`src/rtl/bram_pixel_streamer_if.sv`:
```
// Pixel stream from the BRAM streamer to the ILI9341 bus driver.
// valid/ready: a word transfers on a rising clk edge where pix_valid and pix_ready are both high.
interface bram_pixel_streamer_if;
  logic [15:0] pix_data;
  logic        pix_valid;
  logic        pix_last;
  logic        pix_ready;

  modport master (output pix_data, output pix_valid, output pix_last, input pix_ready);
  modport slave  (input pix_data, input pix_valid, input pix_last, output pix_ready);
endinterface

```
`src/rtl/bram_pixel_streamer.sv`:
```
// Walks the framebuffer BRAM from address 0 to PIXEL_COUNT-1 and streams each word through a 2-entry skid FIFO.
// Define BRAM_PIXEL_STREAMER_CONTINUOUS_EN to loop frames until abort instead of stopping after one.
module bram_pixel_streamer #(
  parameter int PIXEL_COUNT = 512,
  parameter int ADDR_BITS   = 9
) (
  input  logic                 clk,
  input  logic                 rst,
  input  logic                 start_i,
  input  logic                 abort_i,
  output logic                 busy_o,
  output logic                 done_o,
  output logic [ADDR_BITS-1:0] raddr_o,
  output logic                 ren_o,
  input  logic [15:0]          rdata_i,
  output logic [1:0]           state_o,
  bram_pixel_streamer_if.master pix
);

  typedef enum logic [1:0] {S_IDLE = 2'd0, S_RUN = 2'd1, S_DRAIN = 2'd2} state_t;

  localparam logic [ADDR_BITS-1:0] LAST_ADDR = ADDR_BITS'(PIXEL_COUNT - 1);

  state_t               state_q, state_d;
  logic [ADDR_BITS-1:0] raddr_q, raddr_d;
  logic                 inflight_q, inflight_d;
  logic                 inflight_last_q, inflight_last_d;
  logic [1:0]           count_q, count_d;
  logic [15:0]          e0_data_q, e0_data_d, e1_data_q, e1_data_d;
  logic                 e0_last_q, e0_last_d, e1_last_q, e1_last_d;
  logic                 done_q, done_d;

  logic       ren;
  logic       pop;
  logic       frame_end;
  logic [2:0] occ;

  assign pop       = (count_q != 2'd0) && pix.pix_ready;
  assign frame_end = pop && e0_last_q;
  // Occupancy the FIFO would reach if nothing new were issued: entries held plus the read in flight, minus this cycle's pop.
  assign occ       = {1'b0, count_q} + {2'b00, inflight_q} - {2'b00, pop};

  always_ff @(posedge clk or posedge rst) begin
    if (rst) state_q <= S_IDLE;
    else     state_q <= state_d;
  end

  always_comb begin
    state_d = state_q;
    unique case (state_q)
      S_IDLE:  if (start_i && !abort_i) state_d = S_RUN;
      S_RUN: begin
        if (abort_i) state_d = S_IDLE;
`ifndef BRAM_PIXEL_STREAMER_CONTINUOUS_EN
        else if (ren && (raddr_q == LAST_ADDR)) state_d = S_DRAIN;
`endif
      end
      S_DRAIN: begin
        if (abort_i)        state_d = S_IDLE;
        else if (frame_end) state_d = S_IDLE;
      end
      default: state_d = S_IDLE;
    endcase
  end

  always_comb begin
    ren           = (state_q == S_RUN) && !abort_i && (occ < 3'd2);
    ren_o         = ren;
    busy_o        = (state_q != S_IDLE);
    done_o        = done_q;
    raddr_o       = raddr_q;
    state_o       = state_q;
    pix.pix_data  = e0_data_q;
    pix.pix_last  = e0_last_q;
    pix.pix_valid = (count_q != 2'd0);
  end

  always_comb begin
    raddr_d         = raddr_q;
    inflight_d      = ren;
    inflight_last_d = ren && (raddr_q == LAST_ADDR);
    count_d         = count_q;
    e0_data_d       = e0_data_q;
    e0_last_d       = e0_last_q;
    e1_data_d       = e1_data_q;
    e1_last_d       = e1_last_q;
    done_d          = frame_end && !abort_i;

    if (ren) raddr_d = (raddr_q == LAST_ADDR) ? '0 : raddr_q + ADDR_BITS'(1);
    if (state_d == S_IDLE) raddr_d = '0;

    // Abort drops the FIFO contents and whatever read data lands this edge.
    if (abort_i) begin
      count_d = 2'd0;
    end else begin
      unique case ({inflight_q, pop})
        2'b10: begin
          if (count_q == 2'd0) begin
            e0_data_d = rdata_i;
            e0_last_d = inflight_last_q;
          end else begin
            e1_data_d = rdata_i;
            e1_last_d = inflight_last_q;
          end
          count_d = count_q + 2'd1;
        end
        2'b01: begin
          e0_data_d = e1_data_q;
          e0_last_d = e1_last_q;
          count_d   = count_q - 2'd1;
        end
        2'b11: begin
          if (count_q == 2'd1) begin
            e0_data_d = rdata_i;
            e0_last_d = inflight_last_q;
          end else begin
            e0_data_d = e1_data_q;
            e0_last_d = e1_last_q;
            e1_data_d = rdata_i;
            e1_last_d = inflight_last_q;
          end
        end
        default: ;
      endcase
    end
  end

  always_ff @(posedge clk or posedge rst) begin
    if (rst) begin
      raddr_q         <= '0;
      inflight_q      <= 1'b0;
      inflight_last_q <= 1'b0;
      count_q         <= 2'd0;
      e0_data_q       <= 16'h0000;
      e0_last_q       <= 1'b0;
      e1_data_q       <= 16'h0000;
      e1_last_q       <= 1'b0;
      done_q          <= 1'b0;
    end else begin
      raddr_q         <= raddr_d;
      inflight_q      <= inflight_d;
      inflight_last_q <= inflight_last_d;
      count_q         <= count_d;
      e0_data_q       <= e0_data_d;
      e0_last_q       <= e0_last_d;
      e1_data_q       <= e1_data_d;
      e1_last_q       <= e1_last_d;
      done_q          <= done_d;
    end
  end

endmodule

```
`src/flat_wrapper.sv`:
```
// flat-port wrapper written by rule: the top's interface ports become plain ports
module bram_pixel_streamer_flat 
#(
  parameter int PIXEL_COUNT = 512,
  parameter int ADDR_BITS   = 9
)
  (clk, rst, start_i, abort_i, busy_o, done_o, raddr_o, ren_o, rdata_i, state_o, pix_pix_data, pix_pix_valid, pix_pix_last, pix_pix_ready);
  bram_pixel_streamer_if pix_i ();
  input  logic clk;
  input  logic rst;
  input  logic start_i;
  input  logic abort_i;
  output logic busy_o;
  output logic done_o;
  output logic [ADDR_BITS-1:0] raddr_o;
  output logic ren_o;
  input  logic [15:0] rdata_i;
  output logic [1:0] state_o;
  output wire logic [$bits(pix_i.pix_data)-1:0] pix_pix_data;
  output wire logic [$bits(pix_i.pix_valid)-1:0] pix_pix_valid;
  output wire logic [$bits(pix_i.pix_last)-1:0] pix_pix_last;
  input wire logic [$bits(pix_i.pix_ready)-1:0] pix_pix_ready;
  assign pix_pix_data = pix_i.pix_data;
  assign pix_pix_valid = pix_i.pix_valid;
  assign pix_pix_last = pix_i.pix_last;
  assign pix_i.pix_ready = pix_pix_ready;
  bram_pixel_streamer #(.PIXEL_COUNT(PIXEL_COUNT), .ADDR_BITS(ADDR_BITS)) u_core (.clk(clk), .rst(rst), .start_i(start_i), .abort_i(abort_i), .busy_o(busy_o), .done_o(done_o), .raddr_o(raddr_o), .ren_o(ren_o), .rdata_i(rdata_i), .state_o(state_o), .pix(pix_i));
endmodule
```
`config.mk`:
```
export PLATFORM = sky130hd
export DESIGN_NAME = bram_pixel_streamer_flat
export DESIGN_NICKNAME = d
export VERILOG_FILES = /design/src/rtl/bram_pixel_streamer_if.sv /design/src/rtl/bram_pixel_streamer.sv /design/src/flat_wrapper.sv
export SDC_FILE = /design/constraint.sdc
export NUM_CORES = 1
export LEC_CHECK = 0
export ABC_CLOCK_PERIOD_IN_PS = 3300
export CORE_MARGIN = 5
export CORE_UTILIZATION = 41
export DETAILED_ROUTE_END_ITERATION = 12
export GPL_TIMING_DRIVEN = 0
export PLACE_DENSITY = 0.67
export SLEW_MARGIN = 10
export SYNTH_ARGS = -nofsm -noshare
export SYNTH_HDL_FRONTEND = slang
export SYNTH_SLANG_ARGS = --single-unit
```
`constraint.sdc`:
```
create_clock -name clk -period 3.3 [get_ports clk]
set_input_delay 0.495 -clock clk [delete_from_list [all_inputs] [get_ports clk]]
set_output_delay 0.495 -clock clk [all_outputs]
set_load 0.01 [all_outputs]
```
==> impl_metrics.toml, run 1 <==
[outcome]
status = "complete, no violations"

[hold_path]
min-delay-start = "abort_i"
whs_path_depth = 2
min_to = "u_core.done_o"
holdCritPathClass = "input port to register"

[sta]
relSlewSlack = 0.5916
clock.fmax_mhz = 313.5
slew_violations = 0
timing.setup.tns_ps = 0
fin_crit_ps = 3190
tightest_slew_ps = 608.6
hold_viol = 0
finalCritPeriodShare = 0.9667
setup_viol = 0
finClkSkew_ps = 2.949

[detailed_routing]
wl_per_cell_um = 14.47
drtIter0Drc = 111
drtPass1Iterations = 4
route.detailed.vias_per_inst = 5.003
drtAntennaViolNets = 0
drc = 0
vias = 1721
drt_wl_total_mm = 4.979

[pwr]
worst_ir_drop_vdd_v = 0.0003048
power.leakage_nw = 1.359
powerDensity_nw_per_um2 = 777.7

[setup_path]
worstReg2RegStart = "u_core.count_q[0]"
crit_required_ps = 2800
crit_family = "buffers and inverters"
cp_slowest_cell = "fa_1"
cp_max_fo = 6
setup.worst_path.end_class = "output pin"
crit_chain = "clkdlybuf4s50_1 -> nor2b_4 -> ha_1 -> nand2b_1 -> fa_1 -> nor4bb_2 -> buf_4 -> and2_4 -> buf_6 -> buf_6"
criticalPathCategory = "input port to output pin"
max_stage_delay_ps = 490
worst_r2r_path_depth = 14
cp.arrival_ps = 2700
rr_endpoint = "u_core.raddr_o[5]"
startpoint_type = "input port"
worst-r2r-setup-slack_ps = 390
path_buf_inv = 4
crit_top_cell = "buf_6"

[cts]
clock-sinks = 50
cts_made_buffers = 5
cts_hold_buffers = 0
htree_levels = 2
ctsLongestPathBuffers = 2
cts_tree = "built"
clkTransAtPathRegs_ps = 90
root_buffer = "clkbuf_8"
clk_latency_ps = 290

[finish]
area_growth_pct = 34.30
layout-drive-gt1-share = 0.2059
layout_common_cells = "clkdlybuf4s50_1, dfrtp_1, nor2_1, a21oi_1"
instances_no_fill = 344
antenna_cells = 0
fin_nets = 300

[synth]
ys_ff_latch = 50
syn-num-nets = 236
ys_types = 37
ys.warnings.count = 0
netlist_area_um2 = 2331
yosysSeqAreaShare = 0.5368
synthCells = 207
postSynthAreaPerCell_um2 = 11.26

[floorplan]
start_util = 0.4233
num_rows = 27
core_area_um2 = 5507
top_level_ports = 53
die_h_um = 85.40
die_x_um = 85.40
dieArea_um2 = 7293

[placed_design]
port-buffer-count = 51
gp_congestion = 0.7804
placedCellCount = 331
dp_hpwl_mm = 3.540

[global_route]
track_usage = 0.1472
grt_max_degree = 30
overflow = 0
first_global_vias = 1829
grt_pass1_wl_mm = 8.728
grt_antenna_before_repair = 0

[flow_run]
maxCapViolCount = 0
final cells by class:
type                            instances  area [um^2]
Fill cell                             463         2376
Timing Repair Buffer                   57        569.3
Inverter                                7        26.28
Clock buffer                            6        82.58
Sequential cell                        50         1251
Buffer                                 11        71.32
Multi-Input combinational cell        139         1027
Clock inverter                          2        12.51
Tap cell                               72        90.09
cells in the mapped netlist (all sizes together):
| cell type | n | area share |
|---|---|---|
| nand3 | 2 | 0.0043 |
| a21oi | 20 | 0.046 |
| xnor2 | 2 | 0.0075 |
| xor2 | 6 | 0.023 |
| inv | 7 | 0.011 |
| nand3b | 2 | 0.0081 |
| buf | 10 | 0.029 |
| mux2i | 2 | 0.0086 |
| a31o | 1 | 0.0038 |
| nor2b | 1 | 0.0027 |
| nor4bb | 1 | 0.0043 |
| ha | 7 | 0.038 |
| nand2b | 2 | 0.0054 |
| o21ai | 1 | 0.0021 |
| nor2 | 33 | 0.053 |
| or2 | 3 | 0.0081 |
| a22oi | 17 | 0.055 |
| clkbuf | 1 | 0.0016 |
| mux2 | 17 | 0.082 |
| nand2 | 4 | 0.0064 |
| a211oi | 2 | 0.0064 |
| o211ai | 1 | 0.0054 |
| a21o | 1 | 0.0032 |
| and3 | 4 | 0.013 |
| fa | 1 | 0.0086 |
| dfrtp | 50 | 0.54 |
| and4 | 1 | 0.0038 |
| nand4 | 4 | 0.011 |
| a32oi | 1 | 0.0038 |
| and2 | 3 | 0.0091 |
sequential cells by signal, indices dropped and copies added, names as in the netlist:
signal                  cells
u_core.pix.pix_last         1
u_core.e1_last_q            1
u_core.done_o               1
u_core.count_q              2
u_core.pix.pix_data        16
u_core.raddr_o              9
u_core.e1_data_q           16
u_core.inflight_q           1
u_core.inflight_last_q      1
u_core.state_o              2
how the worst max path moves through the flow:
stage / from / depth (start not counted) / endpoint
final: pix_pix_ready / 10 / ren_o
after global routing: pix_pix_ready / 10 / ren_o
after CTS: pix_pix_ready / 10 / ren_o
after detailed placement: pix_pix_ready / 9 / ren_o
after global placement: pix_pix_ready / 9 / ren_o
after floorplan: u_core.count_q[1] / 10 / ren_o
cells by family (layout without fill, tap and decap cells):
family	Yosys count	count (layout)	share of synthesized area
AND/OR/NAND/NOR	60	60	0.1288
flip-flops	50	50	0.5368
AO/OA/AOI/OAI	44	44	0.1256
multiplexers	19	19	0.09071
buffers and inverters	18	83	0.04187
adder cells (fa/ha/maj)	8	8	0.04616
XOR/XNOR	8	8	0.03006
power by group:
| group | internal [mW] | switching, mW | leakage (nW) |
|---|---|---|---|
| Clock | 0.169 | 0.196 | 0.0472 |
| Sequential | 0.835 | 0.115 | 0.618 |
| Combinational | 0.602 | 0.518 | 0.694 |
| Total | 1.61 | 0.830 | 1.36 |
per-stage QoR:
| stage | area [um^2] | utilization | total power [mW] | setup slack (ps) | hold WS, ps |
|---|---|---|---|---|---|
| 4_1_cts | 3089 | 0.5610 | 2.409 | 82.54 | 380.9 |
| 6_report | 3131 | 0.5685 | 2.435 | 109.9 | 397.1 |
| 3_5_place_dp | 2952 | 0.5360 | 1.989 | -610.7 | 493.9 |
| 3_3_place_gp | 2932 | 0.5324 | 1.957 | -599.7 | 486.7 |
| 5_1_grt | 3131 | 0.5685 | 2.623 | -18.89 | 396.1 |
| 2_1_floorplan | 2331 | - | 1.572 | 415.8 | 480.3 |
routing by layer:
metal	track usage	vias up	routed length, um
li1	-	847	-
met2	0.2571	48	2420
met1	0.1852	822	2272
met3	0.03107	4	248
met4	0.03597	0	38
met5	0	-	0
timing repair:
item	CTS	global route
buffers inserted	4	1
gates resized for setup	8	4
endpoints found under the setup margin	1	1
pin swaps	1	0
No activity file was read; power rests on OpenSTA's default activity.
==> run 2, diff against run 1 <==
- SETUP_SLACK_MARGIN: default -> 0.4
==> impl_metrics.toml, run 2 (synthesis gave the netlist of run 1 again) <==
[outcome]
status = "complete, no violations"

[cts]
clkTransAtPathRegs_ps = 90
ctsLongestPathBuffers = 2
root_buffer = "clkbuf_8"
cts_hold_buffers = 0
clk_latency_ps = 290
htree_levels = 2
clock-sinks = 50
cts_tree = "built"
cts_made_buffers = 5

[setup_path]
startpoint_type = "register"
cp.arrival_ps = 2530
setup.worst_path.end_class = "output pin"
cp_max_fo = 2
crit_required_ps = 2800
criticalPathCategory = "register to output pin"

[finish]
layout_common_cells = "dfrtp_1, clkdlybuf4s50_1, nor2_1, a21oi_1"
antenna_cells = 0
fin_nets = 306
layout-drive-gt1-share = 0.2374
final_common_cell = "dfrtp_1"
final_util = 0.5801
design_area_um2 = 3194
area_growth_pct = 37.04

[pwr]
powerDensity_nw_per_um2 = 785.9
power.leakage_nw = 1.398
p_total_mw = 2.510
worst_ir_drop_vdd_v = 0.0003937

[floorplan]
start_util = 0.4233
top_level_ports = 53
core_area_um2 = 5507
dieArea_um2 = 7293
num_rows = 27
die_x_um = 85.40
die_h_um = 85.40

[sta]
fin_crit_ps = 3029
slew_violations = 0
rsz0062_at_grt = "true"
setup_viol = 0
clock.fmax_mhz = 330.1
relSlewSlack = 0.5916
finClkSkew_ps = 5.640
hold_viol = 0
tightest_slew_ps = 608.5
whs_ps = 389.0
finalCritPeriodShare = 0.9180

[global_route]
overflow = 0
first_global_vias = 1869
grt_pass1_wl_mm = 8.894
grt_max_degree = 30
grt_antenna_before_repair = 0
track_usage = 0.1496

[detailed_routing]
drt_wl_total_mm = 5.129
drtAntennaViolNets = 0
drtIter0Drc = 104
wl_per_cell_um = 14.65
drc = 0
drtPass1Iterations = 4
vias = 1759
route.detailed.vias_per_inst = 5.026

[placed_design]
dp_hpwl_mm = 3.540
placedInstanceArea_um2 = 2952
gp_congestion = 0.7804
port-buffer-count = 51

[flow_run]
maxCapViolCount = 0

[hold_path]
holdCritPathClass = "input port to register"
==> run 2: metrics by stage <==
step,std cells,TNS [ps],setup slack (ps)
floorplan,207,0,415.8
global placement,330,-599.7,-599.7
detailed placement,331,-610.7,-610.7
CTS,347,0,285.8
global route,350,0,154.4
finish,350,0,270.8
==> run 2: layout make-up <==
class,instances,area (um^2)
buffer,11,71.32
fill,449,2312
sequential,50,1251
clock inverter,2,12.51
clock buffer,6,82.58
multi-input combinational,139,1047
timing repair buffer,63,613.1
inverter,7,26.28
tap,72,90.09
==> run 2: worst paths after layout <==
check                                           from              endpoint  slack [ps]  cells after the start
min in group asynchronous                        rst     u_core.raddr_o[8]         550                      2
max in group asynchronous                        rst   u_core.e1_data_q[8]        2230                      3
worst max-delay path               u_core.count_q[1]                 ren_o         270                     11
worst min-delay path                         abort_i         u_core.done_o         390                      2
worst max register to register     u_core.count_q[1]     u_core.raddr_o[5]         450                     14
worst min register to register  u_core.e1_data_q[11]  u_core.e1_data_q[11]         510                      1
==> run 2: what timing repair did <==
action                                  4_1_cts  5_1_grt
endpoints found under the hold margin         0        0
gates resized for setup                      15        2
setup buffers                                 8        3
endpoints found under the setup margin       10        1
pin swaps                                     2        0
==> run 2: routing by layer <==
metal  up-vias  share of wire  wire length (um)  global-route usage
li1        859              -                 -                   -
met1       844           0.46              2370              0.1877
met2        50           0.48              2462              0.2627
met3         6          0.047               243             0.03107
met4         0          0.010                53             0.03597
met5         -              0                 0                   0
==> run 2: power by group <==
part / leakage [nW] / internal (mW) / total (mW) / switching (mW)
sequential: 0.618 / 0.835 / 0.953 / 0.118
clock: 0.0472 / 0.169 / 0.367 / 0.198
combinational: 0.734 / 0.652 / 1.19 / 0.539
total: 1.40 / 1.65 / 2.51 / 0.855
==> run 2: worst max-delay path, stage by stage (launching register included) <==
cell and delay (ps):
dfrtp_1 380, inv_2 60, ha_4 160, nor2b_4 140
ha_4 210, nand2b_4 130, fa_1 480, nor4bb_2 210
buf_4 160, and2_4 130, buf_6 90, buf_6 90
==> run 3, diff against run 2 <==
- REMOVE_ABC_BUFFERS: default -> 1
==> impl_metrics.toml, run 3 (synthesis gave the netlist of run 1 again) <==
[outcome]
status = "complete, no violations"

[floorplan]
dieArea_um2 = 7293
die_x_um = 85.40
num_rows = 27
core_area_um2 = 5507
die_h_um = 85.40
top_level_ports = 53
start_util = 0.4233

[cts]
clk_latency_ps = 300
cts_made_buffers = 5
ctsLongestPathBuffers = 2
cts_tree = "built"
clkTransAtPathRegs_ps = 90
root_buffer = "clkbuf_8"
htree_levels = 2
clock-sinks = 50

[setup_path]
max_stage_delay_ps = 490
criticalPathCategory = "register to output pin"
crit_chain = "inv_4 -> ha_4 -> nor2b_4 -> ha_1 -> nand2b_4 -> fa_1 -> nor4bb_4 -> and2_4 -> buf_6"
worst-r2r-setup-slack_ps = 650
crit_required_ps = 2800
cp.arrival_ps = 2440
cp_max_fo = 5
worstReg2RegStart = "u_core.count_q[1]"
rr_endpoint = "u_core.raddr_o[7]"
cp_slowest_cell = "fa_1"
setup.worst_path.end_class = "output pin"
path_buf_inv = 2
startpoint_type = "register"
worst_r2r_path_depth = 11
crit_family = "adder cells"

[hold_path]
holdCritPathClass = "register to register"
whs_path_depth = 1
min-delay-start = "u_core.e1_data_q[3]"
min_to = "u_core.e1_data_q[3]"

[sta]
relSlewSlack = 0.3655
setup_viol = 0
fin_crit_ps = 2934
timing.setup.tns_ps = 0
finalCritPeriodShare = 0.8890
hold_viol = 0
finClkSkew_ps = 7.853
slew_violations = 0
rsz0062_at_grt = "true"
clock.fmax_mhz = 340.9
tightest_slew_ps = 949.0

[global_route]
overflow = 0
grt_max_degree = 35
first_global_vias = 1788
grt_antenna_before_repair = 0
track_usage = 0.1438
grt_pass1_wl_mm = 8.500

[pwr]
internal-power_mw = 1.660
p_seq_frac = 0.379
power_switching_uw = 847.0
power_frac_clock = 0.157
combPwrFrac = 0.464
powerDensity_nw_per_um2 = 796.7
power.leakage_nw = 1.359
p_total_mw = 2.507
worst_ir_drop_vdd_v = 0.0003055
swShare = 0.3379

[finish]
multi_input_area_um2 = 1055
n_fill_cell = 478
fin_nets = 295
layout_common_cells = "clkdlybuf4s50_1, dfrtp_1, nor2_1, a21oi_1"
regArea_um2 = 1252
final_common_cell = "clkdlybuf4s50_1"
area_growth_pct = 35.00
layout-drive-gt1-share = 0.2097
antenna_cells = 0

[placed_design]
dp_hpwl_mm = 3.227
gp_congestion = 0.7939
port-buffer-count = 52

[flow_run]
maxCapViolCount = 0

[detailed_routing]
drtAntennaViolNets = 0
route.detailed.vias_per_inst = 5.097
vias = 1728
drtPass1Iterations = 4
drt_wl_total_mm = 4.939
drc = 0
drtIter0Drc = 61
wl_per_cell_um = 14.57
run 3: worst max path at each step:
stage | slack, ps | depth (start not counted) | startpoint | end
after floorplan | 50 | 8 | u_core.count_q[1] | ren_o
after global placement | -1160 | 8 | pix_pix_ready | ren_o
after detailed placement | -1110 | 8 | pix_pix_ready | ren_o
after CTS | 400 | 9 | u_core.count_q[1] | ren_o
after global routing | 220 | 9 | u_core.count_q[1] | ren_o
final | 370 | 9 | u_core.count_q[1] | ren_o
run 3: timing repair:
action | 4_1_cts | 5_1_grt
pin swaps | 3 | 2
setup endpoints to repair | 14 | 1
gates resized for setup | 18 | 1
hold buffers | 0 | 0
setup buffers | 6 | 4
gates cloned | 0 | 0
run 3: worst reg2reg max path: stages, from the launching register on:
cell      delay [ps]
dfrtp_2          430
inv_4             80
ha_4             170
nor2b_4           50
ha_1             260
nand2b_4         140
fa_1             490
nor4bb_4         240
buf_4            200
and3_4           210
or2_1            220
nor2_1            80
run 3: area by class of cell:
class                           count  share of cell area
Tap cell                           72             0.02863
Sequential cell                    50              0.3980
Inverter                            7            0.009145
Clock buffer                        7             0.03062
Timing Repair Buffer               63              0.1956
Multi-Input combinational cell    139              0.3352
Clock inverter                      1            0.002783
run 3: metrics by stage:
step | hold WS, ps | std cells | area (um^2) | worst slack, ps | util
finish | 511.9 | 339 | 3147 | 366.5 | 0.5715
global route | 522.8 | 339 | 3147 | 221.0 | 0.5715
CTS | 515.7 | 335 | 3114 | 401.8 | 0.5656
detailed placement | 493.4 | 321 | 2902 | -1109 | 0.5269
global placement | 487.1 | 320 | 2870 | -1156 | 0.5212
floorplan | 480.3 | 196 | 2260 | 45.35 | -
run 3: power by group through the flow:
stage,Clock [mW],Combinational (mW),Sequential (mW)
6_report,0.394,1.16,0.950
5_1_grt,0.435,1.28,0.981
4_1_cts,0.411,1.14,0.951
3_5_place_dp,0,0.994,0.967
3_3_place_gp,0,0.964,0.959
2_1_floorplan,0,0.537,0.999
run 3: metal layers:
layer / track usage / up-vias / wire (um)
met5: 0 / - / 0
met4: 0.03453 / 0 / 55
met3: 0.04757 / 7 / 300
met2: 0.2288 / 45 / 2235
met1: 0.1901 / 836 / 2348
li1: - / 840 / -
